## config.mk

```make
export PLATFORM = sky130hd
export DESIGN_NAME = wash_fsm
export DESIGN_NICKNAME = d
export VERILOG_FILES = /design/src/rtl/wash_fsm.sv
export SDC_FILE = /design/constraint.sdc
export NUM_CORES = 1
export LEC_CHECK = 0
export ABC_AREA = 1
export BUFFER_PORTS_ARGS = -buffer_cell sky130_fd_sc_hd__buf_2
export CAP_MARGIN = 40
export CORE_MARGIN = 4
export CORE_UTILIZATION = 47
export CTS_CLUSTER_SIZE = 20
export DETAILED_ROUTE_END_ITERATION = 7
export GPL_TIMING_DRIVEN = 0
export HOLD_SLACK_MARGIN = 0.15
export SLEW_MARGIN = 20
export SYNTH_ARGS = -nofsm -noshare
export SYNTH_HDL_FRONTEND = slang
export SYNTH_SLANG_ARGS = --single-unit
```

## constraint.sdc

```tcl
create_clock -name clk -period 2 [get_ports clk]
set_clock_uncertainty 0.1 [all_clocks]
set_input_delay 0.4 -clock clk [delete_from_list [all_inputs] [get_ports clk]]
set_output_delay 0.4 -clock clk [all_outputs]
set_load 0.05 [all_outputs]
```

## src/rtl/wash_fsm.sv

```systemverilog
// Washing-machine program sequencer: FWD -> PAUSE1 -> REV -> PAUSE2, repeated N_CYCLES times, then DONE.
// Moore outputs decoded from state; the synchronous reset wins over every transition.
module wash_fsm #(
    parameter int WIDTH      = 16,
    parameter int FWD_TIME   = 5,
    parameter int PAUSE_TIME = 2,
    parameter int REV_TIME   = 5,
    parameter int N_CYCLES   = 2
) (
    input  logic       clk,
    input  logic       rst,
    output logic [1:0] motor,
    output logic       compl_n
);

    localparam int CW = (N_CYCLES > 1) ? $clog2(N_CYCLES) : 1;

    localparam logic [WIDTH-1:0] FWD_LAST   = WIDTH'(FWD_TIME - 1);
    localparam logic [WIDTH-1:0] PAUSE_LAST = WIDTH'(PAUSE_TIME - 1);
    localparam logic [WIDTH-1:0] REV_LAST   = WIDTH'(REV_TIME - 1);
    localparam logic [CW-1:0]    CYC_LAST   = CW'(N_CYCLES - 1);

    localparam logic [1:0] MOTOR_STOP = 2'b00;
    localparam logic [1:0] MOTOR_FWD  = 2'b01;
    localparam logic [1:0] MOTOR_REV  = 2'b10;

    typedef enum logic [2:0] {
        S_IDLE,
        S_FWD,
        S_PAUSE1,
        S_REV,
        S_PAUSE2,
        S_DONE
    } state_t;

    state_t           state_q, state_d;
    logic [WIDTH-1:0] timer_q, timer_d;
    logic [CW-1:0]    cyc_q,   cyc_d;

    always_ff @(posedge clk) begin
        if (rst) begin
            state_q <= S_IDLE;
            timer_q <= '0;
            cyc_q   <= '0;
        end else begin
            state_q <= state_d;
            timer_q <= timer_d;
            cyc_q   <= cyc_d;
        end
    end

    always_comb begin
        state_d = state_q;
        timer_d = timer_q;
        cyc_d   = cyc_q;
        case (state_q)
            S_IDLE: begin
                state_d = S_FWD;
                timer_d = '0;
                cyc_d   = '0;
            end
            S_FWD: begin
                if (timer_q == FWD_LAST) begin
                    state_d = S_PAUSE1;
                    timer_d = '0;
                end else begin
                    timer_d = timer_q + WIDTH'(1);
                end
            end
            S_PAUSE1: begin
                if (timer_q == PAUSE_LAST) begin
                    state_d = S_REV;
                    timer_d = '0;
                end else begin
                    timer_d = timer_q + WIDTH'(1);
                end
            end
            S_REV: begin
                if (timer_q == REV_LAST) begin
                    state_d = S_PAUSE2;
                    timer_d = '0;
                end else begin
                    timer_d = timer_q + WIDTH'(1);
                end
            end
            S_PAUSE2: begin
                if (timer_q == PAUSE_LAST) begin
                    timer_d = '0;
                    // The cycle counter only advances when another wash cycle follows.
                    if (cyc_q == CYC_LAST) begin
                        state_d = S_DONE;
                    end else begin
                        cyc_d   = cyc_q + CW'(1);
                        state_d = S_FWD;
                    end
                end else begin
                    timer_d = timer_q + WIDTH'(1);
                end
            end
            S_DONE: begin
                state_d = S_DONE;
            end
            default: begin
                state_d = S_IDLE;
                timer_d = '0;
                cyc_d   = '0;
            end
        endcase
    end

    always_comb begin
        motor   = MOTOR_STOP;
        compl_n = 1'b1;
        case (state_q)
            S_FWD:   motor   = MOTOR_FWD;
            S_REV:   motor   = MOTOR_REV;
            S_DONE:  compl_n = 1'b0;
            default: motor   = MOTOR_STOP;
        endcase
    end

endmodule

```

==> metrics.log, run 1 <==
INFO  metric outcome = finished clean
INFO  metric placement.io_buffers = 3
INFO  metric gpl.final_weighted_congestion = roughly 0.85
INFO  metric clkLatencyLatePin = just over 0.3 ns
INFO  metric grt_pass1_wl = 4.478 mm
INFO  metric n_antenna_cell = 0
INFO  metric post-route-drc-count = 0
INFO  metric static-leakage-power = approximately 0.64 nW
INFO  metric synthToLayoutAreaGrowth = 9.382%
INFO  metric timing.fmax = approximately 530 MHz
INFO  metric io-pin-count = 5
INFO  metric vias_in_the_first_global_route = approximately 1100
INFO  metric clock_tree_from_tritoncts = built
INFO  metric final-max-slew-violation-count = 0
INFO  metric setup_repair_after_global_routing_missed_its_margin = false
INFO  metric setup_viol = 0
INFO  metric rr_worst_depth = 9
INFO  metric detailedRoute.firstPassIterationCount = 4
INFO  metric htreeDepth = 1
INFO  metric syn_inst = 191
INFO  metric area_share_of_fa_ha_maj_cells_after_synthesis = under 10%
INFO  metric cts_inserted_buffers = 3
INFO  metric synthMuxAreaShare = less than 1%
INFO  metric final_net_count = approximately 200
INFO  metric tns = 0 ns
INFO  metric critPathLaunchType = flip-flop
INFO  metric synth-seq-area-share = approximately a third
INFO  metric dieArea = about 3600 µm²
INFO  metric fp.dieW = around 60 µm
INFO  metric synth_async_sr_flop_share = 0%
INFO  metric hold_path_class = input port to flip-flop
INFO  metric timing.final.crit_period = 1.877 ns
INFO  metric drv.max_cap_violation_count = 0
INFO  metric row_count = 18
INFO  metric power.density = between 800 and 900 nW/µm²
INFO  metric finalHoldViolations = 0
INFO  metric antenna_found_initial = 0
INFO  metric cp_max_fo = 10
INFO  metric finalCoreUtilization = 54.85%
INFO  metric drive_above_1_share = between 15 and 20%
INFO  metric overflow = 0
INFO  metric cts-root-buf = sky130_fd_sc_hd__clkbuf_4
INFO  metric routed-via-count = around 1100
INFO  metric synth_fp_nets = 196
INFO  metric avgSynthCellArea = ~6.6 µm²
INFO  metric worst_hold_path_cell_count = 2
INFO  metric cts_hold_buffers = 0
INFO  metric sinks_on_the_clock_net = 20
INFO  metric final_antenna_net_count = 0
INFO  metric irDropWorstVdd = about 0.56 mV
INFO  metric grt_max_degree = 13
INFO  metric cp.arrival = roughly 1.4 ns
INFO  metric layout_common_cells = 49 x sky130_fd_sc_hd__nand2_1, 29 x sky130_fd_sc_hd__inv_1, 28 x sky130_fd_sc_hd__nor2_1, 19 x sky130_fd_sc_hd__dfxtp_1, 14 x sky130_fd_sc_hd__nand3_1
INFO  metric route.final.wire_length = between 2 and 3 mm
INFO  metric final_min_period_over_clock_period = 93.87%
INFO  metric fin_ws = around 0.12 ns
INFO  metric worst_slew_pin_slew = 0.2418 ns
INFO  metric wl_per_cell = roughly 11 µm
INFO  metric grt_use_total = ~16%
INFO  metric criticalPathCategory = flip-flop to primary output
INFO  metric synth-xor-area-share = approximately 4.2%
INFO  metric synth_simple_gate_area_share = 45.21%
INFO  metric cell_area_after_synthesis = ~1300 µm²
INFO  metric initial_core_util = 50.15%
INFO  metric synth.ff_latch_count = 20
INFO  metric post_synth_num_cell_types = 25
INFO  metric avgViaCountPerCell = just under 5
INFO  metric synth-compound-area-share = around 4.3%
INFO  metric coreArea = 2500 µm²
INFO  metric dp_slack = 0.3412 ns
INFO  metric clkSlewWorstSetupHoldPaths = approximately 0.13 ns
INFO  metric drt_iter0_drc = 38
INFO  metric synth_ff_type = sky130_fd_sc_hd__dfxtp_1
INFO  metric critical_path.endpoint_type = primary output
INFO  metric synth_top_family_by_area = simple AND/OR/NAND/NOR gates
INFO  metric number_of_enable_flip_flop_cells_after_synthesis = 0
INFO  metric commonest_non_fill_non_tap_cell_in_the_layout = sky130_fd_sc_hd__nand2_1
INFO  metric die-height = 59.65 µm
INFO  metric worst_slew_margin_rel = between 80% and 90%
INFO  metric crit_required = 1.50 ns
INFO  metric yosys_warnings = 0
INFO  metric hpwl = between 1.5 and 2 mm
INFO  metric clock_path_buffers = 2
## power breakdown
| group | internal (mW) | total, mW | switching [mW] | leakage [nW] |
|---|---|---|---|---|
| Combinational | 0.122 | 0.371 | 0.249 | 0.445 |
| Clock | 0.203 | 0.345 | 0.142 | 0.0279 |
| Sequential | 0.429 | 0.466 | 0.0371 | 0.162 |
| Total | 0.754 | 1.18 | 0.428 | 0.635 |
## synth_stat cells (2+ instances only)
cell,n,area (µm²)
sky130_fd_sc_hd__inv_2,2,7.510
sky130_fd_sc_hd__nor2_4,3,33.78
sky130_fd_sc_hd__o21ai_0,3,15.01
sky130_fd_sc_hd__inv_1,29,108.9
sky130_fd_sc_hd__ha_1,3,37.54
sky130_fd_sc_hd__dfxtp_1,20,400.4
sky130_fd_sc_hd__nor3_2,2,20.02
sky130_fd_sc_hd__a21oi_1,5,25.02
sky130_fd_sc_hd__nand2_1,49,183.9
sky130_fd_sc_hd__nand2_2,7,43.79
sky130_fd_sc_hd__nor2_1,30,112.6
sky130_fd_sc_hd__nor2_2,4,25.02
sky130_fd_sc_hd__nand3_1,14,70.07
sky130_fd_sc_hd__nand3b_1,3,22.52
sky130_fd_sc_hd__nor3_1,2,10.01
sky130_fd_sc_hd__xor2_1,6,52.55
## final timing paths
check / from / endpoint / slack [ns]
hold / removal: rst / state_q[0] / 0.24
setup / recovery: state_q[1] / compl_n / 0.12
hold reg to reg: cyc_q / cyc_q / 0.42
setup reg to reg: timer_q[0] / timer_q[14] / 0.33
## logic make-up (layout without fill, tap and decap cells)
| logic type | count (synthesis) | in the layout |
|---|---|---|
| AO/OA/AOI/OAI | 10 | 10 |
| buffers and inverters | 33 | 40 |
| XOR/XNOR | 6 | 6 |
| AND/OR/NAND/NOR | 118 | 118 |
| flip-flops | 20 | 20 |
| adder cells (fa/ha/maj) | 3 | 3 |
| multiplexers | 1 | 1 |
## final cells by class
cell class	instances	area, µm²
Fill cell	266	1129
Inverter	31	116.4
Timing Repair Buffer	3	21.27
Buffer	2	16.27
Multi-Input combinational cell	138	725.7
Clock buffer	3	22.52
Sequential cell	20	401.6
Clock inverter	1	30.03
Tap cell	30	37.54
## critical path: stages (launching register included)
cell	delay (ns)
sky130_fd_sc_hd__dfxtp_2	0.41
sky130_fd_sc_hd__inv_2	0.05
sky130_fd_sc_hd__nand3_2	0.13
sky130_fd_sc_hd__buf_6	0.18
sky130_fd_sc_hd__buf_2	0.28
## stage by stage
| stage | instances | cell area (µm²) | hold slack [ns] | total power [mW] |
|---|---|---|---|---|
| after floorplan | 191 | 1254 | 0.3753 | 0.7524 |
| after global placement | 224 | 1306 | 0.3983 | 0.8145 |
| after detailed placement | 224 | 1306 | 0.4044 | 0.8293 |
| after CTS | 228 | 1359 | 0.2414 | 1.170 |
| after global routing | 228 | 1371 | 0.2368 | 1.256 |
| final | 228 | 1371 | 0.2411 | 1.182 |
## sequential cells by signal (all words and copies together) (netlist names)
name     cells
cyc_q        1
state_q      3
timer_q     16
## routing by layer
layer  global-route usage [%]  up-vias  wire, µm  share of wire [%]
met5                        0        -         0                  0
met4                    5.696        0        15               0.59
met3                    2.832        2       131                5.2
met2                    25.46       31      1084                 43
met1                    22.85      467      1300                 51
li1                         -      598         -                  -
## timing repair
action / CTS / global route
buffers inserted: 0 / 0
endpoints found under the setup margin: 0 / 3
gates resized for setup: 0 / 6
hold endpoints to repair: 0 / 0
Note: power is estimated with default switching activity, not from simulation.
==> run 2: changes to the inputs <==
--- a/config.mk
+++ b/config.mk
@@ -5,7 +5,6 @@
 export SDC_FILE = /design/constraint.sdc
 export NUM_CORES = 1
 export LEC_CHECK = 0
-export ABC_AREA = 1
 export BUFFER_PORTS_ARGS = -buffer_cell sky130_fd_sc_hd__buf_2
 export CAP_MARGIN = 40
 export CORE_MARGIN = 4
==> run 2 against run 1 <==
  * Count of clock-buffer cells in the layout grew 1
  * Clock power shrank 31%
  * Worst setup slack lost 0.068 ns
  * Largest cell class unchanged
  * Critical path depth is the same
  * Combinational power shrank 86%
  * Non-clock buffer count grew 12
  * Sequential power shrank 13%
  * Global-route usage shrank 0.98 points
  * First-iteration DRC count shrank 45%
  * Critical endpoint unchanged
==> metrics.log, run 2 <==
INFO  metric synthDominantCellAreaShare = 36.28% (+4.3 points)
INFO  metric clkLatencyLatePin = 0.30 ns (about the same)
INFO  metric htreeDepth = 1 (unchanged)
INFO  metric cell_area_after_synthesis = 1104 µm² (-12%)
INFO  metric syn_inst = 132 (-31%)
INFO  metric cp_max_fo = 10 (unchanged)
INFO  metric wl_per_cell = 13.42 µm (+21%)
INFO  metric hold_path_class = input port to flip-flop
INFO  metric hpwl = 1.676 mm (-14%)
INFO  metric final_net_count = 153 (-25%)
INFO  metric clkSlewWorstSetupHoldPaths = 0.12 ns (about the same)
INFO  metric timing.final.crit_period = 1.945 ns (+0.06794 ns)
INFO  metric clock_tree_from_tritoncts = built
INFO  metric avgSynthCellArea = 8.360 µm² (+27%)
INFO  metric synth_ff_type = sky130_fd_sc_hd__dfxtp_1
INFO  metric finalHoldWorstSlack = 0.3817 ns (+0.1406 ns)
INFO  metric final_min_period_over_clock_period = 97.27% (+3.4 points)
INFO  metric number_of_enable_flip_flop_cells_after_synthesis = 0 (unchanged)
INFO  metric static-leakage-power = 0.4113 nW (-35%)
INFO  metric multi_input_comb_area = 674.4 µm² (-7.1%)
INFO  metric start_of_the_worst_register_to_register_path = state_q[0]
INFO  metric synthMuxAreaShare = 0% (-0.80 points)
INFO  metric clock_path_buffers = 2 (unchanged)
INFO  metric initial_core_util = 49.41% (-0.74 points)
INFO  metric critPathLaunchType = flip-flop
INFO  metric outcome = finished clean
INFO  metric synth-compound-area-share = 14.40% (+10 points)
INFO  metric largest_register_ff_count = 16 (unchanged)
INFO  metric layout_common_cells = 15 x sky130_fd_sc_hd__dfxtp_1, 13 x sky130_fd_sc_hd__nor3_1, 9 x sky130_fd_sc_hd__xnor2_1, 8 x sky130_fd_sc_hd__o21ai_0, 8 x sky130_fd_sc_hd__buf_4
INFO  metric synth-xor-area-share = 7.937% (+3.7 points)
INFO  metric detailedRoute.firstPassIterationCount = 4 (unchanged)
INFO  metric synth.cells.most_frequent = 20 x sky130_fd_sc_hd__dfxtp_1, 13 x sky130_fd_sc_hd__nor3_1, 9 x sky130_fd_sc_hd__o21ai_0, 9 x sky130_fd_sc_hd__xnor2_1, 8 x sky130_fd_sc_hd__inv_1
INFO  metric cts_inserted_buffers = 3 (unchanged)
INFO  metric fill_cell_count = 207 (-22%)
INFO  metric power.density = 533.5 nW/µm² (-38%)
INFO  metric overflow = 0 (unchanged)
INFO  metric avgViaCountPerCell = 5.749 (+19%)
INFO  metric synthTopCellsByArea = sky130_fd_sc_hd__dfxtp_1 36%, sky130_fd_sc_hd__xnor2_1 7.1%, sky130_fd_sc_hd__nor3_1 5.9%, sky130_fd_sc_hd__o21ai_0 4.1%, sky130_fd_sc_hd__ha_1 3.4%
INFO  metric vias_in_the_first_global_route = 895 (-17%)
INFO  metric reg_top3 = timer_q x16, state_q x3, cyc_q x1
INFO  metric drv.max_cap_violation_count = 0 (unchanged)
INFO  metric crit_required = 1.50 ns (about the same)
INFO  metric worst_slew_margin_rel = 73.02% (-11 points)
INFO  metric setup_viol = 0 (unchanged)
INFO  metric hold_path_startpoint = rst
INFO  metric grt_use_total = 15.47% (-0.98 points)
INFO  metric postPlaceCellArea = 1154 µm² (-12%)
INFO  metric final-max-slew-violation-count = 0 (unchanged)
INFO  metric synth_fp_nets = 137 (-30%)
INFO  metric gpl.final_weighted_congestion = 0.7422 (-13%)
INFO  metric n_antenna_cell = 0 (unchanged)
INFO  metric coreArea = 2233 µm² (-11%)
INFO  metric grt_pass1_wl = 3.967 mm (-11%)
INFO  metric final_antenna_net_count = 0 (unchanged)
INFO  metric synthToLayoutAreaGrowth = 17.91%
INFO  metric synth_area_leader_cell = sky130_fd_sc_hd__dfxtp_1
INFO  metric antenna_found_initial = 0 (unchanged)
INFO  metric dieArea = 3187 µm² (-10%)
INFO  metric finalInstanceArea = 1301 µm² (-5.1%)
INFO  metric timing.fmax = 514.1 MHz (-3.5%)
INFO  metric critical_path.endpoint_type = primary output
INFO  metric finalCoreUtilization = 58.26% (+3.4 points)
INFO  metric top_reg_by_flops = timer_q
INFO  metric criticalPathCategory = flip-flop to primary output
INFO  metric tns = 0 ns (unchanged)
INFO  metric yosys_warnings = 0 (unchanged)
INFO  metric finalHoldViolations = 0 (unchanged)
INFO  metric synth_simple_gate_area_share = 32.43% (-13 points)
INFO  metric cts-root-buf = sky130_fd_sc_hd__clkbuf_4
INFO  metric synth_async_sr_flop_share = 0% (unchanged)
INFO  metric irDropWorstVdd = 0.3880 mV (-31%)
INFO  metric commonest_non_fill_non_tap_cell_in_the_layout = sky130_fd_sc_hd__dfxtp_1
INFO  metric synth_top_family_by_area = simple AND/OR/NAND/NOR gates
INFO  metric die-height = 56.46 µm (-5.3%)
INFO  metric route.final.wire_length = 2.349 mm (-7.2%)
INFO  metric post-route-drc-count = 0 (unchanged)
INFO  metric synth_most_common_cell = sky130_fd_sc_hd__dfxtp_1
INFO  metric sinks_on_the_clock_net = 20 (unchanged)
INFO  metric row_count = 17 (-1)
INFO  metric drive_above_1_share = 25.17% (+8.5 points)
INFO  metric post_synth_num_cell_types = 38 (+52%)
INFO  metric synth-seq-area-share = 36.28% (+4.3 points)
INFO  metric placement.io_buffers = 3 (unchanged)
INFO  metric post-layout-total-power = 694.3 µW (-41%)
INFO  metric grt_max_degree = 12 (-1)
INFO  metric worst_slew_pin_slew = 0.4011 ns (+0.1592 ns)
INFO  metric cp.arrival = 1.45 ns (+0.07 ns)
INFO  metric synth.ff_latch_count = 20 (unchanged)
INFO  metric io-pin-count = 5 (unchanged)
INFO  metric area_share_of_fa_ha_maj_cells_after_synthesis = 3.401% (+0.41 points)
INFO  metric routed-via-count = 1006 (-8.4%)
INFO  metric drt_iter0_drc = 21 (-45%)
INFO  metric setup.worst_path.start = state_q[0]
INFO  metric fp.dieW = 56.46 µm (-5.3%)
INFO  metric layout.area.seq = 409.1 µm² (+1.9%)
run 2: cell count changes after synthesis, moves of 5 or more:
cell,before,now
sky130_fd_sc_hd__nand2_1,49,6
sky130_fd_sc_hd__nor2_1,30,7
sky130_fd_sc_hd__inv_1,29,8
sky130_fd_sc_hd__nand3_1,14,3
sky130_fd_sc_hd__nor3_1,2,13
sky130_fd_sc_hd__xnor2_1,0,9
sky130_fd_sc_hd__nand2_2,7,0
sky130_fd_sc_hd__o21ai_0,3,9
sky130_fd_sc_hd__nor4_1,0,5
sky130_fd_sc_hd__or3_1,0,5
sky130_fd_sc_hd__xor2_1,6,1
run 2: cell families (layout without fill, tap and decap cells):
| kind of cell | after synthesis | count (layout) |
|---|---|---|
| DFF | 20 | 20 |
| adders and majority gates | 3 | 3 |
| buffers and inverters | 14 | 29 |
| AOI/OAI and AO/OA | 25 | 25 |
| and+or+nand+nor | 60 | 60 |
| xor gates and xnor gates | 10 | 10 |
run 2: worst paths after layout:
check,endpoint,slack [ns],depth (start not counted)
max,compl_n,0.05,4
min,state_q[2],0.38,2
min reg2reg,timer_q[0],0.42,2
max reg2reg,timer_q[15],0.08,5
run 2: final cells by class:
class                   instances  share of cell area (%)
well taps                      28                   2.692
flip-flops and latches         20                   31.44
plain buffers                   6                   2.981
multi-input cells              98                   51.83
inverters                       8                   2.308
clock buffers                   4                   2.788
repair buffers                 11                   5.962
run 2: power by group:
| part | switching, mW | internal (mW) | leakage (nW) |
|---|---|---|---|
| Sequential | 0.00460 | 0.401 | 0.164 |
| Combinational | 0.0306 | 0.0197 | 0.226 |
| Clock | 0.127 | 0.111 | 0.0210 |
| Total | 0.162 | 0.532 | 0.411 |
run 2: worst max-delay path, stage by stage, from the launching register on:
cell and delay [ns]:
sky130_fd_sc_hd__dfxtp_4 0.37, sky130_fd_sc_hd__and3b_1 0.19, sky130_fd_sc_hd__buf_6 0.13, sky130_fd_sc_hd__inv_1 0.17
sky130_fd_sc_hd__clkbuf_4 0.28
run 2: metrics by stage:
step                      worst slack, ns  instances
after floorplan                   0.07891        132
after global placement            -0.2937        163
after detailed placement          -0.3388        163
after CTS                        0.001241        169
after global routing            -0.001318        175
final                             0.05467        175
run 2: metal layers:
layer	GRT usage [%]	routed length [µm]	up-vias
met5	0	0	-
li1	-	-	516
met3	2.069	42	2
met4	6.102	18	0
met1	21.96	1221	479
met2	23.43	1066	9
run 2: repair_timing:
action | 4_1_cts | 5_1_grt
hold buffers | 0 | 0
endpoints found under the setup margin | 15 | 18
buffers inserted | 2 | 6
resized for setup | 6 | 16
gates cloned | 0 | 0
pin swaps | 2 | 5
